===== config.mk =====
export PLATFORM = sky130hd
export DESIGN_NAME = i2s_rx
export DESIGN_NICKNAME = d
export VERILOG_FILES = /design/src/rtl/i2s_rx_pkg.sv /design/src/rtl/i2s_rx_sync_edge.sv /design/src/rtl/i2s_rx.sv
export SDC_FILE = /design/constraint.sdc
export NUM_CORES = 1
export LEC_CHECK = 0
export CORE_UTILIZATION = 40
export DETAILED_ROUTE_END_ITERATION = 6
export GPL_ROUTABILITY_DRIVEN = 0
export GPL_TIMING_DRIVEN = 0
export PLACE_DENSITY_LB_ADDON = 0.25
export SYNTH_ARGS = -nofsm -noshare
export SYNTH_HDL_FRONTEND = slang
export SYNTH_SLANG_ARGS = --single-unit

===== constraint.sdc =====
create_clock -name clk -period 1.95 [get_ports clk]
set_input_delay 0.39 -clock clk [delete_from_list [all_inputs] [get_ports clk]]
set_output_delay 0.39 -clock clk [all_outputs]
set_load 0.01 [all_outputs]

===== src/rtl/i2s_rx_pkg.sv =====
// Shared I2S constants: word-select channel encoding and synchroniser depth.
// The PCM5102 transmit path uses the same channel encoding.
package i2s_rx_pkg;

    typedef enum logic {
        LRCK_LEFT  = 1'b0,
        LRCK_RIGHT = 1'b1
    } i2s_chan_e;

    localparam int unsigned I2S_SYNC_STAGES = 2;

endpackage


===== src/rtl/i2s_rx_sync_edge.sv =====
// N-flop synchroniser for an asynchronous clock-like input, with one extra
// flop so a rising edge of the synchronised level can be flagged.
module sync_edge #(
    parameter int unsigned N = 2
) (
    input  logic clk_i,
    input  logic rst_ni,
    input  logic d_i,
    output logic rise_o
);

    // [N-1] is the synchronised level, [N] its one-cycle-old copy
    logic [N:0] sr_q;

    always_ff @(posedge clk_i) begin
        if (!rst_ni) begin
            sr_q <= '0;
        end else begin
            sr_q <= {sr_q[N-1:0], d_i};
        end
    end

    assign rise_o = sr_q[N-1] & ~sr_q[N];

endmodule


===== src/rtl/i2s_rx.sv =====
// I2S slave receiver: samples BCK/LRCK/DIN in the system clock domain,
// reassembles MSB-first channel words and presents complete L/R pairs.
module i2s_rx
    import i2s_rx_pkg::*;
#(
    parameter int unsigned WIDTH = 16
) (
    input  logic             clk,
    input  logic             rst_n,
    input  logic             bck,
    input  logic             lrck,
    input  logic             din,
    output logic [WIDTH-1:0] left,
    output logic [WIDTH-1:0] right,
    output logic             valid
);

    localparam int unsigned CW = $clog2(WIDTH + 1);

    logic                       bck_rise;
    logic [I2S_SYNC_STAGES-1:0] lrck_sync_q;
    logic [I2S_SYNC_STAGES-1:0] din_sync_q;
    logic                       lrck_s;
    logic                       din_s;

    i2s_chan_e        lrck_q, lrck_d;
    logic [WIDTH-1:0] sr_q, sr_d, sr_wr;
    logic [CW-1:0]    cnt_q, cnt_d, cnt_inc;
    logic [WIDTH-1:0] left_hold_q, left_hold_d;
    logic             left_ok_q, left_ok_d;
    logic             synced_q, synced_d;
    logic [WIDTH-1:0] left_q, left_d;
    logic [WIDTH-1:0] right_q, right_d;
    logic             valid_q, valid_d;

    sync_edge #(
        .N(I2S_SYNC_STAGES)
    ) u_bck_sync (
        .clk_i (clk),
        .rst_ni(rst_n),
        .d_i   (bck),
        .rise_o(bck_rise)
    );

    always_ff @(posedge clk) begin
        if (!rst_n) begin
            lrck_sync_q <= '0;
            din_sync_q  <= '0;
        end else begin
            lrck_sync_q <= {lrck_sync_q[I2S_SYNC_STAGES-2:0], lrck};
            din_sync_q  <= {din_sync_q[I2S_SYNC_STAGES-2:0], din};
        end
    end

    assign lrck_s = lrck_sync_q[I2S_SYNC_STAGES-1];
    assign din_s  = din_sync_q[I2S_SYNC_STAGES-1];

    always_comb begin
        // Current word with this edge's bit placed; a saturated count matches no slot
        sr_wr = sr_q;
        for (int unsigned i = 0; i < WIDTH; i++) begin
            if (cnt_q == CW'(WIDTH - 1 - i)) begin
                sr_wr[i] = din_s;
            end
        end
        cnt_inc = (cnt_q < CW'(WIDTH)) ? cnt_q + CW'(1) : cnt_q;

        sr_d        = sr_q;
        cnt_d       = cnt_q;
        lrck_d      = lrck_q;
        left_hold_d = left_hold_q;
        left_ok_d   = left_ok_q;
        synced_d    = synced_q;
        left_d      = left_q;
        right_d     = right_q;
        valid_d     = 1'b0;

        if (bck_rise) begin
            if (i2s_chan_e'(lrck_s) != lrck_q) begin
                // Word boundary: this edge's bit is the outgoing word's LSB slot
                if (synced_q) begin
                    if (lrck_q == LRCK_LEFT) begin
                        left_hold_d = sr_wr;
                        left_ok_d   = 1'b1;
                    end else begin
                        if (left_ok_q) begin
                            left_d  = left_hold_q;
                            right_d = sr_wr;
                            valid_d = 1'b1;
                        end
                        left_ok_d = 1'b0;
                    end
                end
                synced_d = 1'b1;
                sr_d     = '0;
                cnt_d    = '0;
                lrck_d   = i2s_chan_e'(lrck_s);
            end else begin
                sr_d  = sr_wr;
                cnt_d = cnt_inc;
            end
        end
    end

    always_ff @(posedge clk) begin
        if (!rst_n) begin
            sr_q        <= '0;
            cnt_q       <= '0;
            lrck_q      <= LRCK_LEFT;
            left_hold_q <= '0;
            left_ok_q   <= 1'b0;
            synced_q    <= 1'b0;
            left_q      <= '0;
            right_q     <= '0;
            valid_q     <= 1'b0;
        end else begin
            sr_q        <= sr_d;
            cnt_q       <= cnt_d;
            lrck_q      <= lrck_d;
            left_hold_q <= left_hold_d;
            left_ok_q   <= left_ok_d;
            synced_q    <= synced_d;
            left_q      <= left_d;
            right_q     <= right_d;
            valid_q     <= valid_d;
        end
    end

    assign left  = left_q;
    assign right = right_q;
    assign valid = valid_q;

endmodule


==> run summary <==
For met2 alone, demand over resource in global routing was 31.0%. Using the TritonRoute via totals, the vias-per-cell ratio works out to 5.39. The worst ir drop on vdd came out at 0.000319 V. The setup violation total in the final timing report came out at 0. The number of storage elements in the synthesis netlist came out at 80. The worst setup path is launched from an input pin. Of the total synthesized cell area, the portion taken by XOR and XNOR cells is 0.517%. Post-CTS timing repair inserted 0 buffers for setup. The number of standard cells after synthesis came out at 340. The worst reg2reg path depth came out at 5.

The overall power consumption is 2910 µW. The arrival time at the worst endpoint came out at 2.05 ns. The number of hold-slack violations in the final timing report came out at 0.

The effective utilization at floorplan is 41.2%. The global routing met1 resource utilization is 26.4%. The post-cts gate resize count is 0. The number of pins exceeding their max-slew limit in the final report is 0. The run finished with clean final reports.

The average detailed-routed wire length per instance is 15.6 µm. The width of the chip came out at 94.0 µm. For this run, design rule violations remaining after detail routing come to 0. The fraction of layout instances using a drive strength above 1 is 15.0%.

The destination of the critical timing path is left[4]. The number of buffers inserted for hold repair after clock tree synthesis is 0. For this run, the register share of the synthesized area comes to 47.3%.

The complex-gate fraction of the synthesized area is 22.7%. The wire length of the first global-routing pass came out at 13200 µm. The first detailed-routing pass ran for 4 iterations. The TritonCTS clock tree is done. The met3 usage is 2.99%.

The endpoint kind of the worst setup timing path is a flip-flop. The period utilization is 92.9%. The leakage dissipation came out at 0.00132 µW. The die height is 94.0 µm.

Clock-pin slew was measured on the worst setup and hold paths at 0.09 ns. The number of top-level design ports is 38. The cell sitting at the root of the clock tree is a clkbuf_8.

The number of unique standard cell types used by synthesis came out at 41. TritonCTS created 9 clock buffers. A synthesized cell averages 9.97 µm². The detailed router finished its first iteration with 101 violations. The startpoint identified for the worst register-to-register timing path is lrck_sync_q[1].

The setup slack of the critical path after layout came out at 0.138 ns. The standard cell core area came out at 0.00822 mm². The clock period could shrink to 1.81 ns. The number of antenna diodes is 0. The area growth from synthesis to final layout came out at 20.2%.

Once detail routing completed, the nets flagged for antenna violations numbered 0. Entering global routing, the biggest net connects 17 pins. The clock reaches the later pin of the worst-skew pair after 0.36 ns.

The maximum fanout along the worst path came out at 10. The transition time at the pin with the least slew margin is 0.579 ns. The number of nets in the layout came out at 398. The die area came out at 0.00884 mm². The yosys synthesis warning count is 0. Measured against its own limit, the worst slew margin works out to 61.3%.

In this run the worst hold path is classified as reg2reg. The total standard cell area after synthesis is 0.00339 mm². The synthesized netlist net count came out at 350. The synthesized netlist devotes 1.85% of its cell area to adder and majority cells. Prior to clock tree synthesis, the placed netlist has a worst setup slack of -0.262 ns.

The global routing's busiest layer is met2. The via count is 2683. The clock skew came out at 0.0115 ns.

The overall routed net length is 7770 µm. Power spread over the standard cell area amounts to 714 mW/mm². The highest clock rate is 552 MHz.

The number of antenna violations at the first check in global routing was 0. Setup slack on the worst reg-to-reg path comes out at 0.25 ns. The count of H-tree levels built during CTS came out at 3. The sink count of the clock tree is 80. The number of max-cap violations came out at 0. The multiplexer area fraction after synthesis is 4.73%. Setup repair after global routing left no endpoint under its margin. The final cell count without fillers came out at 498. The worst path required time came out at 2.18 ns. After synthesis, the largest family of logic cells by area is compound AO/OA/AOI/OAI gates. The total half-perimeter wirelength after legalization and detailed placement came out at 5670 µm. The simple-gate share of the synthesized area is 15.7%.

The total global routing track utilization came out at 19.6%. On the final layout, the worst hold slack is 0.439 ns. The type of the worst setup path is in2reg. The terminus of the critical flop-to-flop path is right[9]. The maximum buffer depth of the clock tree is 2. The total of fill cells in the finished design is 790. The cell count after placement came out at 482.

The number of buffers inserted by port buffering came out at 37. The number of global-route vias before repair is 2560. The cell row count came out at 33.

The post-layout utilization of the core came out at 49.6%. The origin of the worst setup path is rst_n. Summed over all layers, the global routing overflow is 0.
==> report_power, final <==
part,total [µW],switching [µW],internal (µW)
clock,1160,674,484
sequential,1650,8.46,1640
combinational,101,65.6,35.0
total,2910,748,2160
==> state kept, by name, summed over array words and instances, names as in the netlist, 2 cells and up <==
name / cells
lrck_sync_q: 2
din_sync_q: 2
left_hold_q: 16
cnt_q: 5
sr_q: 16
left: 16
right: 16
u_bck_sync.sr_q: 3
==> cell families after synthesis <==
kind of cell,Yosys count
AO/OA/AOI/OAI,123
adder cells (fa/ha/maj),5
XOR/XNOR,2
flip-flops,80
multiplexers,16
buffers and inverters,41
AND/OR/NAND/NOR,73
==> metal layers <==
| metal | up-vias | share of wire (%) |
|---|---|---|
| met5 | - | 0 |
| met4 | 0 | 1.7 |
| met3 | 11 | 3.6 |
| met2 | 56 | 47 |
| met1 | 1261 | 48 |
| li1 | 1355 | - |
==> per-stage QoR <==
step	setup TNS, ns	cell area [µm²]
2_1_floorplan	0	3390
3_3_place_gp	-9.37	3890
3_5_place_dp	-12.58	3890
4_1_cts	0	4070
5_1_grt	0	4070
6_report	0	4070
==> synth_stat cells <==
cell type	n	area (µm²)
clkbuf_1	12	45.0
nand2b_1	2	12.5
buf_6	6	67.6
nand3_1	20	100
and2_4	1	8.76
xor2_1	1	8.76
nand4bb_1	1	11.3
dfxtp_1	80	1600
inv_1	4	15.0
and2_1	8	50.1
buf_4	4	30.0
a211oi_1	31	233
and3_1	2	12.5
nand4b_1	4	35.0
and4b_1	1	10.0
nor4bb_4	1	25.0
a21oi_1	52	260
o22ai_1	1	6.26
nand3_2	1	10.0
xnor2_1	1	8.76
o21bai_1	1	7.51
nor4bb_1	1	10.0
o2bb2ai_1	15	131
mux2i_1	16	160
or4_1	1	7.51
buf_8	1	15.0
nand2_1	10	37.5
buf_2	14	70.1
a31o_2	1	8.76
o21ai_0	18	90.1
nand4_1	1	6.26
nor2_2	1	6.26
nor4b_2	4	60.1
ha_1	5	62.6
and4bb_2	8	100
nor2b_1	2	12.5
nor3_1	2	10.0
o32ai_1	1	8.76
a31oi_1	2	12.5
a211oi_2	1	12.5
nor2_1	2	7.51
==> worst max-delay path, cell delays in order <==
cell and delay (ns):
clkdlybuf4s50_1 0.53, inv_1 0.12, clkbuf_1 0.44, clkbuf_1 0.47, a21oi_1 0.08
==> cell type report <==
type                            instances  area [µm²]  share of cell area [%]
Inverter                                4        15.0                   0.369
Multi-Input combinational cell        219        1540                    37.9
Timing Repair Buffer                   37         370                    9.09
Clock inverter                          7        60.1                    1.47
Tap cell                              105         131                    3.22
Sequential cell                        80        1600                    39.3
Clock buffer                            9         124                    3.04
Buffer                                 37         228                    5.59
==> worst min path at each step <==
stage / startpoint / to / slack [ns] / cells past startpoint
after floorplan: din_sync_q[0] / din_sync_q[1] / 0.41 / 1
after global placement: lrck_sync_q[0] / lrck_sync_q[1] / 0.42 / 1
after detailed placement: din_sync_q[0] / din_sync_q[1] / 0.42 / 1
after CTS: din_sync_q[0] / din_sync_q[1] / 0.44 / 1
after global routing: sr_q[6] / sr_q[6] / 0.48 / 1
final: din_sync_q[0] / din_sync_q[1] / 0.44 / 1
==> cell usage in the layout (no fill, tap or decap), types with 5 or more instances in the layout <==
master            n
ha_1              5
nand3_1          20
nand2_1          10
o21ai_0          18
buf_6             6
and2_1            8
a211oi_1         31
and4bb_2          8
o2bb2ai_1        15
buf_2            14
dfxtp_1          80
a21oi_1          52
clkbuf_8          9
clkdlybuf4s50_1  37
mux2i_1          16
clkbuf_1         12
(Power assumes the default switching activity.)
